==> src/rtl/lowpass_pkg.sv <==
// lowpass_pkg: shared sample/accumulator types, default biquad
// coefficients (Q2.14) and the output saturation helper.
package lowpass_pkg;

    typedef logic signed [15:0] sample_t;
    typedef logic signed [31:0] acc_t;

    localparam int      COEF_FRAC = 14;

    // Butterworth low-pass, fc = 1 kHz at fs = 24 kHz
    localparam sample_t B0 = 16'sd236;
    localparam sample_t B1 = 16'sd472;
    localparam sample_t B2 = 16'sd236;
    localparam sample_t A1 = -16'sd26755;
    localparam sample_t A2 = 16'sd11315;

    function automatic sample_t sat16(acc_t v);
        if (v > acc_t'(32767)) begin
            return 16'sh7fff;
        end else if (v < acc_t'(-32768)) begin
            return 16'sh8000;
        end else begin
            return sample_t'(v);
        end
    endfunction

endpackage

==> src/rtl/lowpass_mac.sv <==
// lowpass_mac: combinational five-term biquad MAC with arithmetic
// shift and saturation. Debug taps exist only with LOWPASS_DEBUG_EN.
module lowpass_mac #(
    parameter int                 COEF_FRAC = lowpass_pkg::COEF_FRAC,
    parameter lowpass_pkg::sample_t B0 = lowpass_pkg::B0,
    parameter lowpass_pkg::sample_t B1 = lowpass_pkg::B1,
    parameter lowpass_pkg::sample_t B2 = lowpass_pkg::B2,
    parameter lowpass_pkg::sample_t A1 = lowpass_pkg::A1,
    parameter lowpass_pkg::sample_t A2 = lowpass_pkg::A2
) (
    input  logic signed [15:0] x,
    input  logic signed [15:0] x1,
    input  logic signed [15:0] x2,
    input  logic signed [15:0] y1,
    input  logic signed [15:0] y2,
`ifdef LOWPASS_DEBUG_EN
    output logic signed [31:0] acc_o,
    output logic signed [31:0] fb_o,
`endif
    output logic signed [15:0] y
);
    import lowpass_pkg::*;

    acc_t ff;
    acc_t fb;
    acc_t acc;
    acc_t shifted;

    // Feed-forward minus feedback, then floor-shift and clamp
    always_comb begin
        ff = acc_t'(x)  * acc_t'(B0)
           + acc_t'(x1) * acc_t'(B1)
           + acc_t'(x2) * acc_t'(B2);
        fb = acc_t'(y1) * acc_t'(A1)
           + acc_t'(y2) * acc_t'(A2);
        acc     = ff - fb;
        shifted = acc >>> COEF_FRAC;
        y       = sat16(shifted);
    end

`ifdef LOWPASS_DEBUG_EN
    assign acc_o = acc;
    assign fb_o  = fb;
`endif

endmodule

==> src/rtl/lowpass_filter.sv <==
// lowpass_filter: direct-form-I biquad, one sample per clock.
// Debug ports 2/3/4 are live only when LOWPASS_DEBUG_EN is defined.
module lowpass_filter #(
    parameter int                 COEF_FRAC = lowpass_pkg::COEF_FRAC,
    parameter logic signed [15:0] B0 = lowpass_pkg::B0,
    parameter logic signed [15:0] B1 = lowpass_pkg::B1,
    parameter logic signed [15:0] B2 = lowpass_pkg::B2,
    parameter logic signed [15:0] A1 = lowpass_pkg::A1,
    parameter logic signed [15:0] A2 = lowpass_pkg::A2
) (
    input  logic               clk,
    input  logic               reset_n,
    input  logic signed [15:0] lowpassIn,
    output logic signed [15:0] lowpassOut,
    output logic signed [31:0] lowpassOut2,
    output logic signed [15:0] lowpassOut3,
    output logic signed [31:0] lowpassOut4
);
    import lowpass_pkg::*;

    sample_t x_in;
    sample_t y_mac;
    sample_t x1_d, x1_q;
    sample_t x2_d, x2_q;
    sample_t y1_d, y1_q;
    sample_t y2_d, y2_q;

    // Input gated in reset so the combinational taps read zero
    always_comb begin
        x_in = reset_n ? lowpassIn : '0;
    end

`ifdef LOWPASS_DEBUG_EN
    acc_t acc_dbg;
    acc_t fb_dbg;
`endif

    lowpass_mac #(
        .COEF_FRAC (COEF_FRAC),
        .B0        (B0),
        .B1        (B1),
        .B2        (B2),
        .A1        (A1),
        .A2        (A2)
    ) u_mac (
        .x     (x_in),
        .x1    (x1_q),
        .x2    (x2_q),
        .y1    (y1_q),
        .y2    (y2_q),
`ifdef LOWPASS_DEBUG_EN
        .acc_o (acc_dbg),
        .fb_o  (fb_dbg),
`endif
        .y     (y_mac)
    );

    // Shift the input and output delay lines by one sample
    always_comb begin
        x1_d = x_in;
        x2_d = x1_q;
        y1_d = y_mac;
        y2_d = y1_q;
    end

    // Delay-line state; y1 doubles as the registered output
    always_ff @(posedge clk or negedge reset_n) begin
        if (!reset_n) begin
            x1_q <= '0;
            x2_q <= '0;
            y1_q <= '0;
            y2_q <= '0;
        end else begin
            x1_q <= x1_d;
            x2_q <= x2_d;
            y1_q <= y1_d;
            y2_q <= y2_d;
        end
    end

    assign lowpassOut = y1_q;

`ifdef LOWPASS_DEBUG_EN
    assign lowpassOut2 = acc_dbg;
    assign lowpassOut3 = x1_q;
    assign lowpassOut4 = fb_dbg;
`else
    assign lowpassOut2 = '0;
    assign lowpassOut3 = '0;
    assign lowpassOut4 = '0;
`endif

endmodule

==> config.mk <==
export PLATFORM = sky130hd
export DESIGN_NAME = lowpass_filter
export DESIGN_NICKNAME = d
export VERILOG_FILES = /design/src/rtl/lowpass_pkg.sv /design/src/rtl/lowpass_mac.sv /design/src/rtl/lowpass_filter.sv
export SDC_FILE = /design/constraint.sdc
export NUM_CORES = 1
export LEC_CHECK = 0
export BUFFER_PORTS_ARGS = -buffer_cell sky130_fd_sc_hd__buf_2
export CORE_MARGIN = 5
export CORE_UTILIZATION = 60
export DETAILED_ROUTE_END_ITERATION = 16
export PLACE_DENSITY = 0.78
export SLEW_MARGIN = 20
export SYNTH_ARGS = -nofsm -noshare
export SYNTH_HDL_FRONTEND = slang
export SYNTH_HIERARCHICAL = 1
export SYNTH_SLANG_ARGS = --single-unit
==> constraint.sdc <==
create_clock -name clk -period 12 [get_ports clk]
set_clock_uncertainty 0.05 [all_clocks]
set_input_delay 3.6 -clock clk [delete_from_list [all_inputs] [get_ports clk]]
set_output_delay 3.6 -clock clk [all_outputs]
set_load 0.05 [all_outputs]
==> summary.md <==
| Metric | Value |
|---|---|
| Run status | finished with violations |
| Failing checks | negative setup slack |
| Top Ports | between 100 and 150 |
| Clk sinks | between 60 and 70 |
| Core area | 0.0378 mm2 |
| Final Hold Fails | 0 |
| Reg-to-reg slack, setup | 0.70 ns |
| Clk root buf | clkbuf_16 |
| Most frequent cells in the layout | 656 x inv_1, 470 x fa_1, 400 x ha_1 |
| Nets | 3377 |
| Setup TNS | -23.53 ns |
| First-pass GRT wire length | 88900 um |
| Slowest cell on the critical path | fa_1 |
| WL per Instance | 18.1 um |
| Fin. max-slew vios | 0 |
| Netlist cell types | between 60 and 70 |
| Ant diodes | 0 |
| Hold Crit Depth | 0 |
| Buffers on Ports | 33 |
| CP max stage delay | 0.56 ns |
| Tightest Pin Transition | 0.900 ns |
| Post-synthesis sequential area ratio | 0.0696 |
| DP Cell Count | 2924 |
| Mapped Area | 0.0230 mm2 |
| CP Class | in -> reg |
| Starting density of the core | 0.609 |
| CTS tree | yes |
| DRC | 0 |
| H-tree depth | 3 |
| Final Core Density | 0.688 |
| Setup violators final | 16 |
| Most frequent CP cell | fa_1 |
| Drt pass-1 iters | 5 |
| Syn_area_per_cell | 10.3 um2 |
| WP data required | 12.20 ns |
| Hold_buf cts | 0 |
| Number of synthesized flops with an enable pin | 0 |
| Initial DRC count | 793 |
| Worst skew pair latency | between 0.3 and 0.4 ns |
| CP Capture Point | lowpassOut[10] |
| Fillers | 2700 |
| Multi-input gate area | around 0.019 mm2 |
| Total congestion overflow | 0 |
| Initial antenna violation count | 0 |
| Overall routing resource usage | 0.271 |
| Row count | 71 |
| Achievable Freq | 73.8 MHz |
| Post-layout minimum cycle time | 13.55 ns |
| DR vias | 15.6k |
| Sequential cell area | 0.00160 mm2 |
| Clock Path Buffers | 2 |
| Largest net degree at the start of global routing | 33 |
| Die area | 0.0424 mm2 |
| Vias per inst | roughly 5.2 |
| Non-filler instance count after layout | 2970 |
| Die Span X | 206 um |
| Number of routed nets with antenna violations | 0 |
| Beginning of the critical path | reset_n |
| Final worst slack | -1.55 ns |
| Hold Path Class | reg -> reg |
| CTS clk-pin slew, worst paths | about 0.06 ns |
| Crit path DAT | 13.75 ns |
| Cell count after synthesis | 2232 |
| Slew headroom | 0.392 |
| Crit-path max FO | 7 |
| Crit path capture type | register |
| Worst reg2reg path endpoint | lowpassOut[0] |
| CTS buffer count | 9 |
| RSZ-0062 raised after global routing | true |
| FF+latch count, synth | 64 |
| Most common library cell in the layout ignoring fill and taps | inv_1 |
| Vias in the first global route | 17.6k |
| MaxCap Viol Count | 0 |
| Worst r2r path cells | 40 |
| Setup crit start kind | primary input |
| Period utilisation layout | 1.13 |
| FF-to-FF Start | x2_q[4] |
| DPL Wire Length | 45700 um |
| Die Y | 206 um |
| Share of flip-flops with an asynchronous set or reset | 1.00 |
| Area growth, synth to finish | 12.8% |
| Primary FF master, synth | dfrtp_1 |
| YS warnings | 6 |
| Layout cells sized above 1 | 0.153 |
| Gpl congestion | 0.957 |
| Routed WL | 53800 um |
==> kinds of logic (layout without fill, tap and decap cells) <==
logic type      Yosys count  after routing  synth area share
other cells               1             80          0.000163
fa+ha+maj               905            905             0.648
compound gates          228            228            0.0663
mux                       5              5           0.00218
simple gates            173            173            0.0384
xor+xnor                 97             97            0.0375
flops                    64             64            0.0696
buf+inv                 759            907             0.138
==> cells in the mapped netlist, drive strengths merged, types with 2 or more instances <==
library cell	count	share of area
o21ai	40	0.0087
fa	478	0.42
or2	2	0.00054
nor3b	3	0.00098
nor3	16	0.0042
nand3	13	0.0028
o22ai	14	0.0044
o21bai	10	0.0033
o211ai	5	0.0016
a21oi	59	0.013
a2111o	2	0.00098
mux2i	5	0.0022
inv	672	0.11
nand2	42	0.0069
xor2	40	0.015
a21boi	2	0.00065
a2111oi	3	0.0011
o21a	11	0.0036
nor4	2	0.00054
xnor2	56	0.021
o31ai	4	0.0013
nor2	48	0.0078
o311ai	3	0.0011
a211oi	13	0.0045
and3	6	0.0016
o211a	2	0.00087
dfrtp	64	0.070
nand4	5	0.0014
a21o	30	0.0098
and2	20	0.0061
a41oi	2	0.00076
ha	427	0.23
a211o	5	0.0020
a31oi	13	0.0042
nand2b	5	0.0014
buf	87	0.028
a311oi	4	0.0023
nand3b	2	0.00065
or3	3	0.0010
==> how the worst min path moves through the flow <==
stage | startpoint | end | slack, ns
after floorplan | x1_q[1] | x2_q[1] | 0.36
after global placement | x1_q[1] | x2_q[1] | 0.42
after detailed placement | x1_q[1] | x2_q[1] | 0.43
after CTS | x1_q[1] | x2_q[1] | 0.45
after global routing | x1_q[1] | x2_q[1] | 0.45
final | x1_q[1] | x2_q[1] | 0.45
==> registers in the layout, summed over array words and instances, names as in the netlist <==
name / cells
y2_q: 16
x2_q: 16
lowpassOut: 16
x1_q: 16
==> per-stage QoR <==
| step | hold WS (ns) | area, um2 | worst slack, ns |
|---|---|---|---|
| detailed placement | 0.434 | 24900 | -2.41 |
| global route | 0.450 | 26000 | -1.87 |
| CTS | 0.451 | 25700 | -1.42 |
| floorplan | 0.359 | 23600 | -1.36 |
| finish | 0.455 | 26000 | -1.55 |
| global placement | 0.421 | 24900 | -2.04 |
==> critical path: cells and delay by family <==
| family | cells | cell delay [ns] |
|---|---|---|
| compound gates | 11 | 1.72 |
| simple gates | 4 | 0.51 |
| fa+ha+maj | 14 | 6.17 |
| xor+xnor | 1 | 0.13 |
| buf+inv | 16 | 1.61 |
==> layer usage <==
metal  GRT usage  part of all wire  up-vias
li1            -                 -     7144
met1       0.353              0.41     7956
met3      0.0236             0.039      105
met5           0                 0        -
met2       0.471              0.51      372
met4       0.105             0.045        0
==> layout make-up <==
class | instances | share of cell area
inverter | 672 | 0.0972
tap | 511 | 0.0246
clock buffer | 11 | 0.00973
clock inverter | 5 | 0.00212
multi-input combinational | 1488 | 0.741
timing repair buffer | 219 | 0.0633
sequential | 64 | 0.0617
==> timing repair <==
| action | CTS | global route |
|---|---|---|
| endpoints found under the setup margin | 16 | 16 |
| pin swaps | 75 | 61 |
| buffers inserted | 19 | 10 |
| resized for setup | 64 | 45 |
| gates cloned | 2 | 0 |
Power is not shown: default switching activity piles up to over one toggle a cycle in this logic, so the estimate is an artifact.
